**config.mk**
```make
export PLATFORM = sky130hd
export DESIGN_NAME = sync_frame_tx
export DESIGN_NICKNAME = d
export VERILOG_FILES = /design/src/rtl/sync_frame_tx.sv
export SDC_FILE = /design/constraint.sdc
export NUM_CORES = 1
export LEC_CHECK = 0
export CORE_MARGIN = 4
export CORE_UTILIZATION = 40
export DETAILED_ROUTE_END_ITERATION = 10
export PLACE_DENSITY = 0.68
export SYNTH_ARGS = -nofsm -noshare
export SYNTH_HDL_FRONTEND = slang
export SYNTH_SLANG_ARGS = --single-unit
```
**constraint.sdc**
```tcl
create_clock -name CLK -period 6.17 [get_ports CLK]
set_input_delay 1.234 -clock CLK [delete_from_list [all_inputs] [get_ports CLK]]
set_output_delay 1.234 -clock CLK [all_outputs]
set_load 0.005 [all_outputs]
```
**src/rtl/sync_frame_tx.sv**
```systemverilog
// Serial sync-frame transmitter: sends a latched timestamp as start bit, LSB-first data and stop bit.
// Optional even-parity bit between data and stop when SYNC_FRAME_TX_PARITY_EN is defined.
module sync_frame_tx #(
  parameter int DIV   = 4,
  parameter int CNT_W = 32
) (
  input  logic             CLK,
  input  logic             RESET,
  input  logic             START,
  output logic             TXD,
  output logic             BUSY,
  output logic             DONE,
  output logic [CNT_W-1:0] TS
);

  localparam int DIV_W = $clog2(DIV);
  localparam int BIT_W = (CNT_W > 1) ? $clog2(CNT_W) : 1;
  localparam logic [DIV_W-1:0] DIV_LAST = DIV_W'(DIV - 1);
  localparam logic [BIT_W-1:0] BIT_LAST = BIT_W'(CNT_W - 1);

`ifdef SYNC_FRAME_TX_PARITY_EN
  typedef enum logic [2:0] {IDLE, STRT, DATA, PAR, STOP} state_t;
`else
  typedef enum logic [2:0] {IDLE, STRT, DATA, STOP} state_t;
`endif

  state_t             state_reg;
  logic [CNT_W-1:0]   ts_reg;
  logic [CNT_W-1:0]   shift_reg;
  logic [DIV_W-1:0]   div_reg;
  logic [BIT_W-1:0]   bit_reg;
  logic               txd_reg;
  logic               busy_reg;
  logic               done_reg;
`ifdef SYNC_FRAME_TX_PARITY_EN
  logic               par_reg;
`endif

  logic div_last;
  logic bit_last;

  assign div_last = (div_reg == DIV_LAST);
  assign bit_last = (bit_reg == BIT_LAST);

  always_ff @(posedge CLK) begin
    if (RESET) begin
      state_reg <= IDLE;
      ts_reg    <= '0;
      shift_reg <= '0;
      div_reg   <= '0;
      bit_reg   <= '0;
      txd_reg   <= 1'b1;
      busy_reg  <= 1'b0;
      done_reg  <= 1'b0;
`ifdef SYNC_FRAME_TX_PARITY_EN
      par_reg   <= 1'b0;
`endif
    end else begin
      ts_reg   <= ts_reg + CNT_W'(1);
      done_reg <= 1'b0;
      case (state_reg)
        IDLE: begin
          if (START) begin
            // Latch the pre-increment counter value seen at this edge
            shift_reg <= ts_reg;
`ifdef SYNC_FRAME_TX_PARITY_EN
            par_reg   <= ^ts_reg;
`endif
            div_reg   <= '0;
            txd_reg   <= 1'b0;
            busy_reg  <= 1'b1;
            state_reg <= STRT;
          end
        end
        STRT: begin
          if (div_last) begin
            div_reg   <= '0;
            bit_reg   <= '0;
            txd_reg   <= shift_reg[0];
            shift_reg <= shift_reg >> 1;
            state_reg <= DATA;
          end else begin
            div_reg <= div_reg + DIV_W'(1);
          end
        end
        DATA: begin
          if (div_last) begin
            div_reg <= '0;
            if (bit_last) begin
`ifdef SYNC_FRAME_TX_PARITY_EN
              txd_reg   <= par_reg;
              state_reg <= PAR;
`else
              txd_reg   <= 1'b1;
              state_reg <= STOP;
`endif
            end else begin
              bit_reg   <= bit_reg + BIT_W'(1);
              txd_reg   <= shift_reg[0];
              shift_reg <= shift_reg >> 1;
            end
          end else begin
            div_reg <= div_reg + DIV_W'(1);
          end
        end
`ifdef SYNC_FRAME_TX_PARITY_EN
        PAR: begin
          if (div_last) begin
            div_reg   <= '0;
            txd_reg   <= 1'b1;
            state_reg <= STOP;
          end else begin
            div_reg <= div_reg + DIV_W'(1);
          end
        end
`endif
        STOP: begin
          if (div_last) begin
            div_reg   <= '0;
            busy_reg  <= 1'b0;
            done_reg  <= 1'b1;
            state_reg <= IDLE;
          end else begin
            div_reg <= div_reg + DIV_W'(1);
          end
        end
        default: begin
          txd_reg   <= 1'b1;
          busy_reg  <= 1'b0;
          state_reg <= IDLE;
        end
      endcase
    end
  end

  assign TXD  = txd_reg;
  assign BUSY = busy_reg;
  assign DONE = done_reg;
  assign TS   = ts_reg;

endmodule

```
* After elaboration in Yosys (flattened, before gate mapping)
Cells that the tools add are included.
Word-level totals: word-level logic and storage cells 64, output and inout port bits 35, flip-flop bits (word level) 77, input port bits 3
Operators by class: add/subtract/negate cells 3, multiplexer cells 27, reductions and logical operators 13, bitwise gates (word level) 2, equality and inequality tests 11
Operators by type and width (number):
- $mux 32 | 4
- $pmux 32 s3 | 1
- $add 32x1->32 const B | 1
- $mux 3 | 5
- $mux 5 | 3
- $ne 2x2->1 const B | 6
- $pmux 3 s4 | 1
- $pmux 5 s2 | 1
- $reduce_and 5->1 | 2
- $reduce_and 4->1 | 2
- $mux 1 | 7
- $eq 3x2->1 const B | 2
- $add 5x1->5 const B | 1
- $eq 5x5->1 const B | 1
- $mux 2 | 2
- $pmux 1 s4 | 1
- $pmux 2 s2 | 1
- $reduce_bool 2->1 | 2
- $reduce_or 2->1 | 2
- $eq 3x1->1 const B | 1
- $logic_not 3->1 | 1
- $pmux 1 s3 | 1
- $reduce_and 3->1 | 1
- $reduce_bool 3->1 | 1
- 5 further kinds | 6

* Logic depth before layout (Yosys ltp)
Gate-level depths: netlist of run 1.
depth after elaboration 4, mapped depth 8, mapped depth without buffers 7

* Least setup slack after synthesis of run 1
No wires, ideal clock.
kind input to register, from input START, to register shift_reg[23], data arrival time 2271 ps, stages 5, buffers on the path 1, library setup time 86 ps, required time 6084 ps, setup slack 3813 ps, path through nor2b_1 a211oi_2 clkbuf_1 nor2_1 a211oi_1
Between the ends: longest elaborated chain between the ends 2
RTL lines:
- start: declaration | line 9 | input logic START,
- $ne 2x2->1 (no line)
- $reduce_and 5->1 (no line)
- end signal: assignment | line 65 | shift_reg <= ts_reg;
- end signal: assignment | line 80 | shift_reg <= shift_reg >> 1;
- end signal: assignment | line 100 | shift_reg <= shift_reg >> 1;
- end: declaration | line 29 | logic [CNT_W-1:0] shift_reg;
No other way between the ends. A chain may end at the register's enable or synchronous reset.

* Worst setup path after layout of run 1
from input START, to register shift_reg[4]
Same word-level chain as after synthesis.

==> qor.csv, run 1 <==
stage;metric;value;unit
logic_synthesis;syn_area_per_cell;8.95;um^2
clock_network;Clk Latency, worst-skew pair;0.34;ns
timing;Worst Clk Skew;0.00694;ns
critical_path;worst setup path class;in2reg;
drt;Initial DRC Count;122;
global_route;via count of the first global-routing pass;2663;
logic_synthesis;most used flip-flop cell after synthesis;sky130_fd_sc_hd__dfxtp_1;
drt;number of vias in the routed layout;2977;
floorplan;Row Count;34;
logic_synthesis;number of distinct standard cells referenced by the synthesized netlist;41;
clock_network;number of H-tree levels;3;
layout;fill cell total of the finished layout;841;
floorplan;width of the die;102;um
logic_synthesis;total nets after synthesis;409;
critical_path;worst path arrival time;2.99;ns
clock_network;post-CTS resize count;0;
timing;post-route fraction of the period consumed by the critical path;44.4;%
critical_path;required time at the worst-slack endpoint;6.42;ns
layout;number of diodes;0;
logic_synthesis;most frequent cell after synthesis;sky130_fd_sc_hd__dfxtp_1;
drt;Wirelength per Cell;14.5;um
place;placed cell areas;3960;um^2
critical_path;critical-path maximum fanout;64;
timing;final count of pins violating max slew;0;
layout;design area;4170;um^2
critical_path;CP startpoint kind;primary input;
global_route;Overflow after GRT;0;
logic_synthesis;Mapped Area;3540;um^2
clock_network;quantity of hold-fixing buffers added after cts;0;
logic_synthesis;main area contributors after synthesis;sky130_fd_sc_hd__dfxtp_1, sky130_fd_sc_hd__mux2i_1, sky130_fd_sc_hd__a211oi_1;
floorplan;DIE AREA;10400;um^2
logic_synthesis;library cell with the largest summed area after synthesis;sky130_fd_sc_hd__dfxtp_1;
clock_network;total clock sinks;76;
logic_synthesis;synthesized instance count;396;
logic_synthesis;register area share after synthesis;42.9;%
layout;area grow syn2layout;17.8;%
floorplan;die span in y;102;um
timing;Setup-failing EPs final;0;
pwr;LEAKAGE;1.40;nW
clock_network;clock tree from TritonCTS;built;
clock_network;cts bufs inserted;9;
layout;final-stage net count;432;
outcome;run status;finished clean;
timing;setup repair after global routing missed its margin;no;
logic_synthesis;share of flip-flops with an asynchronous set or reset;0;%
timing;Fmax;365;MHz
layout;layout cells sized above 1;5.42;%
timing;slew at the pin with the worst max-slew slack;0.801;ns
pwr;power per standard cell area;390;nW/um^2
floorplan;area of the core;8680;um^2
place;detailed-placement wirelength estimate;4960;um
timing;Setup TNS;0;ns
clock_network;Clock Root Buffer;sky130_fd_sc_hd__clkbuf_8;
run;reported max-cap violation count;0;
logic_synthesis;Yosys reg bits;76;
logic_synthesis;EDFF count, synth;0;
global_route;first-pass GRT wire length;12900;um
global_route;largest net degree at the start of global routing;77;
logic_synthesis;commonest cells in the netlist;sky130_fd_sc_hd__dfxtp_1, sky130_fd_sc_hd__nor2_1, sky130_fd_sc_hd__a211oi_1;
logic_synthesis;area fraction of the dominant cell type after synthesis;42.9;%
timing;final count of hold timing violations;0;
timing;crit path time final;2.74;ns
drt;post-DR vias/cell;5.60;
critical_path;type of element capturing the critical path;register;
drt;total detailed-routing wirelength;7720;um
timing;tightest slew margin relative to the limit;46.6;%
place;global placement routability congestion;0.762;
drt;number of search-and-repair iterations in the first detailed-routing pass;4;
place;count of port buffers added during placement;37;
clock_network;Setup Fix Bufs, Post-CTS;0;
logic_synthesis;total number of yosys warnings;0;
global_route;antenna violations before repair;0;
floorplan;I/O pin count;38;
hold_path;Min-Delay Path Class;reg2reg;
floorplan;starting density of the core;40.8;%
drt;remaining antenna violation count;0;
global_route;total routing usage reported by global routing;15.4;%
drt;DRC errors left;0;
clock_network;clock-pin slew on the worst setup and hold paths;0.08;ns
clock_network;Bufs on Longest Clock Path;2;
pwr;highest ir drop seen on vdd;0.205;mV
[routing by layer]
layer	routed length, um	vias to the layer above	GRT usage [%]	share of wire [%]
li1	-	1502	-	-
met1	3820	1413	21.2	49
met2	3560	55	23.8	46
met3	266	7	4.37	3.4
met4	68	0	4.24	0.88
met5	0	-	0	0
[logic make-up (layout without fill, tap and decap cells)]
kind of cell	count (synthesis)	count (layout)	synth area share, %
AND/OR/NAND/NOR	138	138	20.2
AO/OA/AOI/OAI	97	97	18.0
flip-flops	76	76	42.9
buffers and inverters	33	61	3.85
multiplexers	31	31	8.76
XOR/XNOR	11	11	2.72
adder cells (fa/ha/maj)	10	10	3.53
[metrics by stage]
stage	hold WS [ns]	setup slack [ns]	total power, mW	std cells	utilization, %
floorplan	0.446	3.81	1.11	396	-
global placement	0.463	3.19	1.19	516	45.6
detailed placement	0.461	3.09	1.22	516	45.6
CTS	0.481	3.47	1.64	532	48.1
global route	0.515	3.28	1.73	532	48.1
finish	0.482	3.43	1.63	532	48.1
[power breakdown]
part	switching [mW]	internal (mW)
Combinational	0.307	0.230
Sequential	0.0676	0.609
Clock	0.178	0.237
Total	0.552	1.08
[worst max-delay path, cell delays in order]
cell and delay, ns:
sky130_fd_sc_hd__clkdlybuf4s50_1 0.50, sky130_fd_sc_hd__nor2b_1 0.14, sky130_fd_sc_hd__a211oi_4 0.23, sky130_fd_sc_hd__buf_4 0.52, sky130_fd_sc_hd__nor2_1 0.08, sky130_fd_sc_hd__a211oi_1 0.25
[final cells by class]
| class | count | area [um^2] | share of cell area, % |
|---|---|---|---|
| clock inverter | 5 | 75.1 | 1.80 |
| timing repair buffer | 40 | 388 | 9.30 |
| multi-input combinational | 287 | 1890 | 45.4 |
| sequential | 76 | 1520 | 36.5 |
| inverter | 5 | 18.8 | 0.450 |
| clock buffer | 11 | 141 | 3.39 |
| tap | 108 | 135 | 3.24 |
[path summary, 6_finish.rpt]
kind,start,endpoint,slack (ns),cells past startpoint
worst max-delay path,START,shift_reg[4],3.43,6
worst min-delay path,shift_reg[31],shift_reg[31],0.48,2
worst max register to register,bit_reg[0],shift_reg[4],3.72,8
worst min register to register,shift_reg[31],shift_reg[31],0.48,2
[layout by cell type (no fill, tap or decap), types with 4 or more instances in the layout]
cell and instances:
sky130_fd_sc_hd__o31ai_1 15, sky130_fd_sc_hd__ha_1 10, sky130_fd_sc_hd__nand2_1 19, sky130_fd_sc_hd__xnor2_1 4, sky130_fd_sc_hd__clkdlybuf4s50_1 36, sky130_fd_sc_hd__mux2i_1 31
sky130_fd_sc_hd__clkbuf_8 10, sky130_fd_sc_hd__nor2_1 49, sky130_fd_sc_hd__nand4_1 10, sky130_fd_sc_hd__a211oi_1 34, sky130_fd_sc_hd__xor2_1 7, sky130_fd_sc_hd__dfxtp_1 76
sky130_fd_sc_hd__inv_1 4, sky130_fd_sc_hd__and4_1 4, sky130_fd_sc_hd__nor2b_1 4, sky130_fd_sc_hd__or3_1 6, sky130_fd_sc_hd__o21ai_1 7, sky130_fd_sc_hd__a21oi_1 32
sky130_fd_sc_hd__nand3_1 11, sky130_fd_sc_hd__or4_1 16
Power figures use the tool's default switching activity.
==> run 2, diff against run 1 <==
PLACE_DENSITY = 0.7   (was 0.68)
clock period = 2.3 ns   (was 6.17 ns; I/O delays follow)
==> run 2 against run 1 <==
- clock-buffer cell count is 4 higher
- design area up 4.1%
- worst setup slack got worse by 3.3 ns
==> qor.csv, run 2 (same netlist as run 1, synthesis figures left out) <==
stage;metric;value;unit
global_route;total routing usage reported by global routing;16.0;%
critical_path;CP startpoint kind;register;
place;pre-CTS setup slack;0.156;ns
clock_network;Bufs on Longest Clock Path;2;
pwr;clock share of power;21.3;%
critical_path;end of the worst register-to-register path;shift_reg[31];
critical_path;critical-path maximum fanout;32;
critical_path;worst path arrival time;2.40;ns
pwr;internal power of the cells;2.87;mW
floorplan;DIE AREA;10400;um^2
outcome;run status;finished clean;
clock_network;total clock sinks;76;
hold_path;Min-Delay Path Class;reg2reg;
floorplan;I/O pin count;38;
drt;Initial DRC Count;114;
drt;metal1 wirelength;3890;um
place;count of port buffers added during placement;37;
global_route;via count of the first global-routing pass;2871;
critical_path;timing endpoint of the critical path;shift_reg[31];
floorplan;width of the die;102;um
place;total instance count after detailed placement;534;
critical_path;reg-to-reg critical path startpoint;bit_reg[0];
critical_path;required time at the worst-slack endpoint;2.53;ns
layout;final-stage net count;452;
drt;number of vias in the routed layout;3105;
place;detailed-placement wirelength estimate;5340;um
layout;final core utilization;50.1;%
clock_network;quantity of hold-fixing buffers added after cts;0;
layout;commonest non-fill, non-tap cells in the layout;sky130_fd_sc_hd__dfxtp_1, sky130_fd_sc_hd__nor2_1, sky130_fd_sc_hd__clkdlybuf4s50_1;
timing;Setup-failing EPs final;0;
floorplan;starting density of the core;40.8;%
critical_path;worst setup path class;reg2reg;
floorplan;die span in y;102;um
clock_network;clock tree from TritonCTS;built;
pwr;power per standard cell area;1010;nW/um^2
clock_network;clock-pin slew on the worst setup and hold paths;0.07;ns
place;global placement routability congestion;0.804;
clock_network;Clock Root Buffer;sky130_fd_sc_hd__clkbuf_8;
timing;post-route fraction of the period consumed by the critical path;94.4;%
floorplan;area of the core;8680;um^2
pwr;share of total power in combinational logic;37.5;%
critical_path;setup slack, reg-to-reg;0.13;ns
timing;slew at the pin with the worst max-slew slack;0.476;ns
drt;number of search-and-repair iterations in the first detailed-routing pass;4;
drt;Wirelength per Cell;14.9;um
drt;met2 wire len;3900;um
layout;leading cell type in the layout, fill and taps excluded;sky130_fd_sc_hd__dfxtp_1;
global_route;first-pass GRT wire length;13600;um
timing;crit path time final;2.17;ns
pwr;fraction of power spent switching nets;34.6;%
pwr;sequential share of power;41.2;%
global_route;antenna violations before repair;0;
drt;detailed route wirelength on metal3;377;um
timing;setup repair after global routing missed its margin;no;
timing;Setup WS post-layout;0.129;ns
drt;post-DR vias/cell;5.63;
pwr;LEAKAGE;1.50;nW
drt;DRC errors left;0;
timing;Fmax;461;MHz
timing;Worst Clk Skew;0.00952;ns
clock_network;cts bufs inserted;9;
drt;remaining antenna violation count;0;
timing;tightest slew margin relative to the limit;68.2;%
pwr;highest ir drop seen on vdd;0.469;mV
drt;Max Used Layer;met4;
layout;area grow syn2layout;22.6;%
layout;number of diodes;0;
global_route;Overflow after GRT;0;
drt;total detailed-routing wirelength;8230;um
critical_path;R2R depth;9;
pwr;total power;4.40;mW
clock_network;number of H-tree levels;3;
timing;Setup TNS;0;ns
layout;final standard cell count with taps included and fillers excluded;552;
timing;final count of hold timing violations;0;
clock_network;Clk Latency, worst-skew pair;0.34;ns
layout;layout cells sized above 1;9.46;%
timing;final count of pins violating max slew;0;
critical_path;launch point of the worst path;bit_reg[0];
floorplan;Row Count;34;
global_route;largest net degree at the start of global routing;65;
run;reported max-cap violation count;0;
critical_path;type of element capturing the critical path;register;
pwr;net switching power;1.52;mW
==> run 2: changes by cell type in the layout (fill, tap and decap cells not counted), sizes merged <==
cell    change
buf        +19
clkbuf      +5
bufinv      -2
clkinv      -2
==> run 2: worst min path at each step <==
stage	startpoint	to	slack [ns]	depth (start not counted)
after floorplan	shift_reg[31]	shift_reg[31]	0.45	2
after global placement	shift_reg[31]	shift_reg[31]	0.46	2
after detailed placement	shift_reg[31]	shift_reg[31]	0.47	2
after CTS	shift_reg[31]	shift_reg[31]	0.48	2
after global routing	shift_reg[31]	shift_reg[31]	0.49	2
final	shift_reg[31]	shift_reg[31]	0.47	2
==> run 2: layout make-up <==
type / count / area [um^2]
inverter: 5 / 18.8
sequential: 76 / 1520
multi-input combinational: 287 / 1890
timing repair buffer: 60 / 593
clock buffer: 15 / 176
clock inverter: 1 / 5.00
fill: 846 / 4330
tap: 108 / 135
==> run 2: worst max-delay path: stages, from the launching register on <==
cell and delay (ns):
sky130_fd_sc_hd__dfxtp_1 0.35, sky130_fd_sc_hd__ha_1 0.22, sky130_fd_sc_hd__and3_1 0.20, sky130_fd_sc_hd__ha_1 0.24
sky130_fd_sc_hd__a21bo_2 0.23, sky130_fd_sc_hd__a211oi_4 0.26, sky130_fd_sc_hd__buf_4 0.18, sky130_fd_sc_hd__clkbuf_16 0.21
sky130_fd_sc_hd__nand2b_1 0.12, sky130_fd_sc_hd__a21oi_1 0.06
==> run 2: power by group through the flow <==
stage	logic (mW)	registers (mW)	clock network [mW]
after floorplan	1.19	1.79	0
after global placement	1.47	1.82	0
after detailed placement	1.52	1.84	0
after CTS	1.53	1.81	0.964
after global routing	1.80	1.85	1.01
final	1.65	1.81	0.936
==> run 2: metal layers <==
layer	track usage, %	vias up
met5	0	-
met3	4.23	6
li1	-	1548
met1	21.7	1477
met4	3.23	0
met2	25.9	74
==> run 2: stage by stage <==
step | hold WS, ns | instance area [um^2]
floorplan | 0.446 | 3540
CTS | 0.478 | 4310
global placement | 0.456 | 4130
global route | 0.489 | 4340
detailed placement | 0.467 | 4130
finish | 0.475 | 4340
==> run 2: what timing repair did <==
item / 4_1_cts / 5_1_grt
endpoints found under the hold margin: 0 / 0
buffers inserted: 0 / 1
gates resized for setup: 0 / 1
endpoints found under the setup margin: 0 / 16
